<file path="config.mk">
export PLATFORM = sky130hd
export DESIGN_NAME = bcd_entry_buffer
export DESIGN_NICKNAME = d
export VERILOG_FILES = /design/src/rtl/bcd_entry_buffer_pkg.sv /design/src/rtl/bcd_entry_buffer_sync_debounce.sv /design/src/rtl/bcd_entry_buffer.sv
export SDC_FILE = /design/constraint.sdc
export NUM_CORES = 1
export LEC_CHECK = 0
export BUFFER_PORTS_ARGS = -buffer_cell sky130_fd_sc_hd__buf_2
export CORE_ASPECT_RATIO = 0.5
export CORE_MARGIN = 2
export CORE_UTILIZATION = 36
export CTS_CLUSTER_SIZE = 20
export DETAILED_ROUTE_END_ITERATION = 10
export SYNTH_ARGS = -nofsm -noshare
export SYNTH_HDL_FRONTEND = slang
export SYNTH_SLANG_ARGS = --single-unit
</file>
<file path="constraint.sdc">
create_clock -name clk -period 2.5 [get_ports clk]
set_input_delay 0.5 -clock clk [delete_from_list [all_inputs] [get_ports clk]]
set_output_delay 0.5 -clock clk [all_outputs]
set_load 0.01 [all_outputs]
</file>
<file path="src/rtl/bcd_entry_buffer_pkg.sv">
`default_nettype none
// ============================================================================
// Module   : bcd_entry_buffer_pkg
// Brief    : Shared calculator constants: key codes, operand size, key FSM states.
// Revision : 1.0
// ============================================================================
package bcd_entry_buffer_pkg;

    localparam int DIGITS_DEFAULT = 10;

    localparam logic [3:0] KEY_BKSP = 4'hA;
    localparam logic [3:0] KEY_CLR  = 4'hB;
    localparam logic [3:0] KEY_SIGN = 4'hC;

    typedef enum logic [1:0] {
        ST_IDLE  = 2'd0,
        ST_PRESS = 2'd1,
        ST_HELD  = 2'd2
    } key_state_t;

endpackage
`default_nettype wire

</file>
<file path="src/rtl/bcd_entry_buffer_sync_debounce.sv">
`default_nettype none
// ============================================================================
// Module   : bcd_entry_buffer_sync_debounce
// Brief    : 2-FF synchronizer plus press/release debounce FSM; one-cycle accept strobe.
// Revision : 1.0
// ============================================================================
module bcd_entry_buffer_sync_debounce
    import bcd_entry_buffer_pkg::*;
#(
    parameter int DEBOUNCE_CYCLES = 50000,
    parameter int CNT_W           = 17
) (
    input  logic clk,
    input  logic reset_button,
    input  logic i_key,
    output logic o_accept
);

    // The IDLE cycle that first sees the key counts as the first stable cycle,
    // so PRESS finishes one count early to keep latency at 2 + DEBOUNCE_CYCLES.
    localparam logic [CNT_W-1:0] c_PRESS_LAST   = CNT_W'(DEBOUNCE_CYCLES - 2);
    localparam logic [CNT_W-1:0] c_RELEASE_LAST = CNT_W'(DEBOUNCE_CYCLES - 1);

    logic             r_meta;
    logic             r_sync;
    key_state_t       r_state;
    key_state_t       w_state_next;
    logic [CNT_W-1:0] r_cnt;
    logic [CNT_W-1:0] w_cnt_next;
    logic             w_accept;

    always_ff @(posedge clk or posedge reset_button) begin
        if (reset_button) begin
            r_meta  <= 1'b0;
            r_sync  <= 1'b0;
            r_state <= ST_IDLE;
            r_cnt   <= '0;
        end else begin
            r_meta  <= i_key;
            r_sync  <= r_meta;
            r_state <= w_state_next;
            r_cnt   <= w_cnt_next;
        end
    end

    always_comb begin
        w_state_next = r_state;
        w_cnt_next   = r_cnt;
        w_accept     = 1'b0;
        case (r_state)
            ST_IDLE: begin
                if (r_sync) begin
                    w_state_next = ST_PRESS;
                    w_cnt_next   = '0;
                end
            end
            ST_PRESS: begin
                if (!r_sync) begin
                    w_state_next = ST_IDLE;
                    w_cnt_next   = '0;
                end else if (r_cnt == c_PRESS_LAST) begin
                    w_accept     = 1'b1;
                    w_state_next = ST_HELD;
                    w_cnt_next   = '0;
                end else begin
                    w_cnt_next = r_cnt + 1'b1;
                end
            end
            ST_HELD: begin
                if (r_sync) begin
                    w_cnt_next = '0;
                end else if (r_cnt == c_RELEASE_LAST) begin
                    w_state_next = ST_IDLE;
                    w_cnt_next   = '0;
                end else begin
                    w_cnt_next = r_cnt + 1'b1;
                end
            end
            default: begin
                w_state_next = ST_IDLE;
                w_cnt_next   = '0;
            end
        endcase
    end

    assign o_accept = w_accept;

endmodule
`default_nettype wire

</file>
<file path="src/rtl/bcd_entry_buffer.sv">
`default_nettype none
// ============================================================================
// Module   : bcd_entry_buffer
// Brief    : Keypad operand entry: debounced keys build a signed packed-BCD value.
// Revision : 1.0
// ============================================================================
module bcd_entry_buffer
    import bcd_entry_buffer_pkg::*;
#(
    parameter int DIGITS          = DIGITS_DEFAULT,
    parameter int DEBOUNCE_CYCLES = 50000,
    parameter int CNT_W           = 17
) (
    input  logic                clk,
    input  logic                reset_button,
    input  logic                key_down,
    input  logic [3:0]          key_code,
    input  logic                enter_button,
    input  logic                enable_switch,
    output logic [4*DIGITS-1:0] in_val,
    output logic [3:0]          digit_count,
    output logic                o_sign,
    output logic                overflow,
    output logic                key_pulse
);

    localparam logic [3:0] c_DIGITS = 4'(DIGITS);

    logic r_ent_meta;
    logic r_ent_sync;
    logic r_ent_prev;
    logic w_enter_rise;
    logic w_accept;
    logic w_apply;

    bcd_entry_buffer_sync_debounce #(
        .DEBOUNCE_CYCLES (DEBOUNCE_CYCLES),
        .CNT_W           (CNT_W)
    ) u_debounce (
        .clk          (clk),
        .reset_button (reset_button),
        .i_key        (key_down),
        .o_accept     (w_accept)
    );

    always_ff @(posedge clk or posedge reset_button) begin
        if (reset_button) begin
            r_ent_meta <= 1'b0;
            r_ent_sync <= 1'b0;
            r_ent_prev <= 1'b0;
        end else begin
            r_ent_meta <= enter_button;
            r_ent_sync <= r_ent_meta;
            r_ent_prev <= r_ent_sync;
        end
    end

    assign w_enter_rise = r_ent_sync & ~r_ent_prev;
    assign w_apply      = w_accept & enable_switch & (key_code <= KEY_SIGN);

    // Enter clear takes priority over a coincident key action; the pulse still fires.
    always_ff @(posedge clk or posedge reset_button) begin
        if (reset_button) begin
            in_val      <= '0;
            digit_count <= '0;
            o_sign      <= 1'b0;
            overflow    <= 1'b0;
            key_pulse   <= 1'b0;
        end else begin
            key_pulse <= w_apply;
            if (w_enter_rise) begin
                in_val      <= '0;
                digit_count <= '0;
                o_sign      <= 1'b0;
                overflow    <= 1'b0;
            end else if (w_apply) begin
                if (key_code <= 4'd9) begin
                    if (!(digit_count == 4'd0 && key_code == 4'd0)) begin
                        if (digit_count < c_DIGITS) begin
                            in_val      <= {in_val[4*DIGITS-5:0], key_code};
                            digit_count <= digit_count + 4'd1;
                        end else begin
                            overflow <= 1'b1;
                        end
                    end
                end else begin
                    case (key_code)
                        KEY_BKSP: begin
                            if (digit_count != 4'd0) begin
                                in_val      <= in_val >> 4;
                                digit_count <= digit_count - 4'd1;
                                overflow    <= 1'b0;
                                if (digit_count == 4'd1) begin
                                    o_sign <= 1'b0;
                                end
                            end
                        end
                        KEY_CLR: begin
                            in_val      <= '0;
                            digit_count <= '0;
                            o_sign      <= 1'b0;
                            overflow    <= 1'b0;
                        end
                        KEY_SIGN: begin
                            if (digit_count != 4'd0) begin
                                o_sign <= ~o_sign;
                            end
                        end
                        default: begin
                        end
                    endcase
                end
            end
        end
    end

endmodule
`default_nettype wire

</file>
==> impl_metrics.tcl <==
set metrics [dict create \
    placed_area_um2 4340 \
    cp-end-kind "flop" \
    die_w_um 150 \
    critical_path_class "flop to flop" \
    avgSynthCellArea_um2 9.78 \
    die_y_um 77.0 \
    grt_start_max_net_pins 41 \
    power.total_mw 3.13 \
    final_area_um2 4640 \
    num_vias 3061 \
    antenna_violations_before_repair 0 \
    max_clock_freq_ghz 0.415 \
    timing.final.max_slew_violations 0 \
    yosys-top-cells-area "dfrtp_1 (46%), mux2_2 (11%), nand2_1 (6.6%)" \
    setup.worst_path.start_class "flop" \
    timing_worst_slew_pin_value_ps 693 \
    critical_path_buf_inv_count 1 \
    final.fill_count 1037 \
    p_leak_nw 2.18 \
    ys_seq_area_share_pct 46.4 \
    synth_cell_types 50 \
    grt_pass1_wl_um 14900 \
    yosys.area.top_type_share_pct 46.4 \
    critPathMaxFanout 37 \
    cts_htree_levels 3 \
    run_status "completed" \
    post_cts_resized 0 \
    drt.antenna.violating_nets 0 \
    clock_sink_count 71 \
    yosysWarningCount 0 \
    netlist_instances 392 \
    final-hold-violation-count 0 \
    synth_nets 410 \
    finalSetupViolCount 0 \
    dp.final_hpwl_um 5990 \
    drt-vias-per-instance 5.10 \
    1st_pass_router_iterations 5 \
    gp_congestion 0.828 \
    worst-endpoint-required_ps 2710 \
    clockBufferDepth 2 \
    drt_iter0_drc 255 \
    global_route.usage.total_pct 16.1 \
    setup_ws_ps 90.6 \
    async_flop_share_pct 100 \
    initial_utilization_pct 37.3 \
    unrepaired_setup_endpoints_after_global_routing "false" \
    io_buffers 55 \
    synth.cell_area_um2 3830 \
    final.setup_skew_ps 7.90 \
    totalWireLength_um 8730 \
    worst_path_max_delay_cell "or4b_4" \
    post_route_cells_drive_above_1_share_pct 28.0 \
    cts_setup_buffers 0 \
    worst_hold_path_type "input port to asynchronous set/reset pin" \
    vdd.ir_drop.worst_mv 0.329 \
    pre_cts_ws_ps 95.4 \
    postCtsHoldBufs 0 \
    slew_headroom_pct 53.7 \
    cts_tree "yes" \
    yosysTopAreaCell "dfrtp_1" \
    regArea_um2 1780 \
    num-nets-final 473 \
    multi_input_logic_area_um2 1880 \
    globalRouteOverflowTotal 0 \
    drv.max_cap_violation_count 0 \
    clock_latency_ps 330 \
    synth_enable_flop_cells 0 \
    path_clk_slew_ps 60 \
    remaining_drc_errors 0 \
    cts_inserted_buffers 9 \
    ios 56 \
    antenna-diode-count 0 \
    path_cells "or4b_4 -> nor4_1 -> nand3b_1 -> o31ai_4 -> buf_12 -> mux2_2" \
    yosys_register_bits 71 \
    finalCriticalPeriod_ps 2410 \
    die-area_um2 11500 \
    cpLargestDelayFamily "simple AND/OR/NAND/NOR gates" \
    timing.final.crit_share_pct 96.4 \
    critical-path-max-stage-delay_ps 530 \
    power-per-cell-area_nw_per_um2 675 \
    floorplan.rows 26 \
    clock_tree.root_cell "clkbuf_16" \
    arrival_ps 2620 \
    synth_flop_cell "dfrtp_1" \
    fin_tns_setup_ps 0 \
    core_um2 10300 \
    average_detailed_routed_wire_length_per_instance_um 14.6 \
    areaGrowthSynthToFinish_pct 21.1 \
    grt_pass1_vias 3024 \
]
-- per-layer routing --
layer | vias to the layer above | share of wire (%) | track usage [%]
met4 | 0 | 0.65 | 3.68
met2 | 41 | 47 | 26.3
met3 | 5 | 3.7 | 4.29
met5 | - | 0 | 0
met1 | 1505 | 48 | 21.3
li1 | 1510 | - | -
-- cell usage after synthesis, drive strengths merged, types with 2 or more instances --
cell    count
dfrtp      71
nand2      67
mux2       37
a21oi      26
nor2       26
inv        17
clkbuf     16
a22o       15
ha          9
nor3        9
nand3       8
o21ai       8
xnor2       8
mux2i       7
buf         6
nor2b       6
nor4        6
nand4       5
xor2        5
o22ai       3
or3         3
or4         3
a31oi       2
and3        2
nand2b      2
nand3b      2
nor3b       2
o211ai      2
o21a        2
o31ai       2
-- per-stage QoR --
stage | std cells | util, % | hold slack [ps]
6_report | 600 | 45.1 | 280
3_3_place_gp | 584 | 42.2 | 335
5_1_grt | 600 | 45.1 | 276
3_5_place_dp | 584 | 42.2 | 336
4_1_cts | 600 | 45.1 | 270
2_1_floorplan | 392 | - | 331
-- cell type report --
| cell class | count | area share, % |
|---|---|---|
| Multi-Input combinational cell | 282 | 40.5 |
| Timing Repair Buffer | 74 | 9.54 |
| Clock inverter | 6 | 1.54 |
| Sequential cell | 71 | 38.3 |
| Inverter | 17 | 1.38 |
| Tap cell | 140 | 3.77 |
| Clock buffer | 10 | 4.93 |
-- power breakdown --
group / internal, mW / switching (mW)
clock: 0.777 / 0.493
combinational: 0.246 / 0.337
sequential: 1.22 / 0.0643
-- layout by cell type, fill, tap and decap left out, drive strengths merged, types with 5 or more instances in the layout --
cell,count
xnor2,8
dfrtp,71
nor2,26
nor3,9
nand3,8
nand2,67
a22o,15
mux2i,7
o21ai,8
clkbuf,10
mux2,37
inv,17
nand4,5
nor2b,6
ha,9
nor4,6
a21oi,26
buf,74
xor2,5
-- worst reg2reg max path, stage by stage (launching register included) --
cell      delay (ps)
dfrtp_1          410
or4b_4           530
nor4_1           250
nand3b_1         170
o31ai_4          280
buf_12           270
mux2_2           380
-- flip-flops by register name, summed over array words and instances (netlist names) --
signal	flops
digit_count	4
in_val	40
key_pulse	1
o_sign	1
overflow	1
r_ent_meta	1
r_ent_prev	1
r_ent_sync	1
u_debounce.r_cnt	17
u_debounce.r_meta	1
u_debounce.r_state	2
u_debounce.r_sync	1
-- logic make-up after synthesis --
logic type / count (synthesis) / synth area share, %
muxes: 44 / 12.7
adders and majority gates: 9 / 2.94
buffers and inverters: 39 / 4.64
and+or+nand+nor: 146 / 17.8
DFF: 71 / 46.4
AOI/OAI and AO/OA: 70 / 12.6
xor gates and xnor gates: 13 / 2.97
-- worst paths after layout --
kind	start	end	slack, ps	depth (start not counted)
max	u_debounce.r_cnt[5]$_DFFE_PP0P_	in_val[15]$_DFFE_PP0P_	90	6
min in group clk	key_down	u_debounce.r_meta$_DFF_PP0_	280	1
min	reset_button	overflow$_DFFE_PP0P_	280	2
min reg2reg	u_debounce.r_meta$_DFF_PP0_	u_debounce.r_sync$_DFF_PP0_	350	0
max reg2reg	u_debounce.r_cnt[5]$_DFFE_PP0P_	in_val[15]$_DFFE_PP0P_	90	6
max in group asynchronous	reset_button	in_val[28]$_DFFE_PP0P_	1570	3
Note: power is estimated with default switching activity, not from simulation.
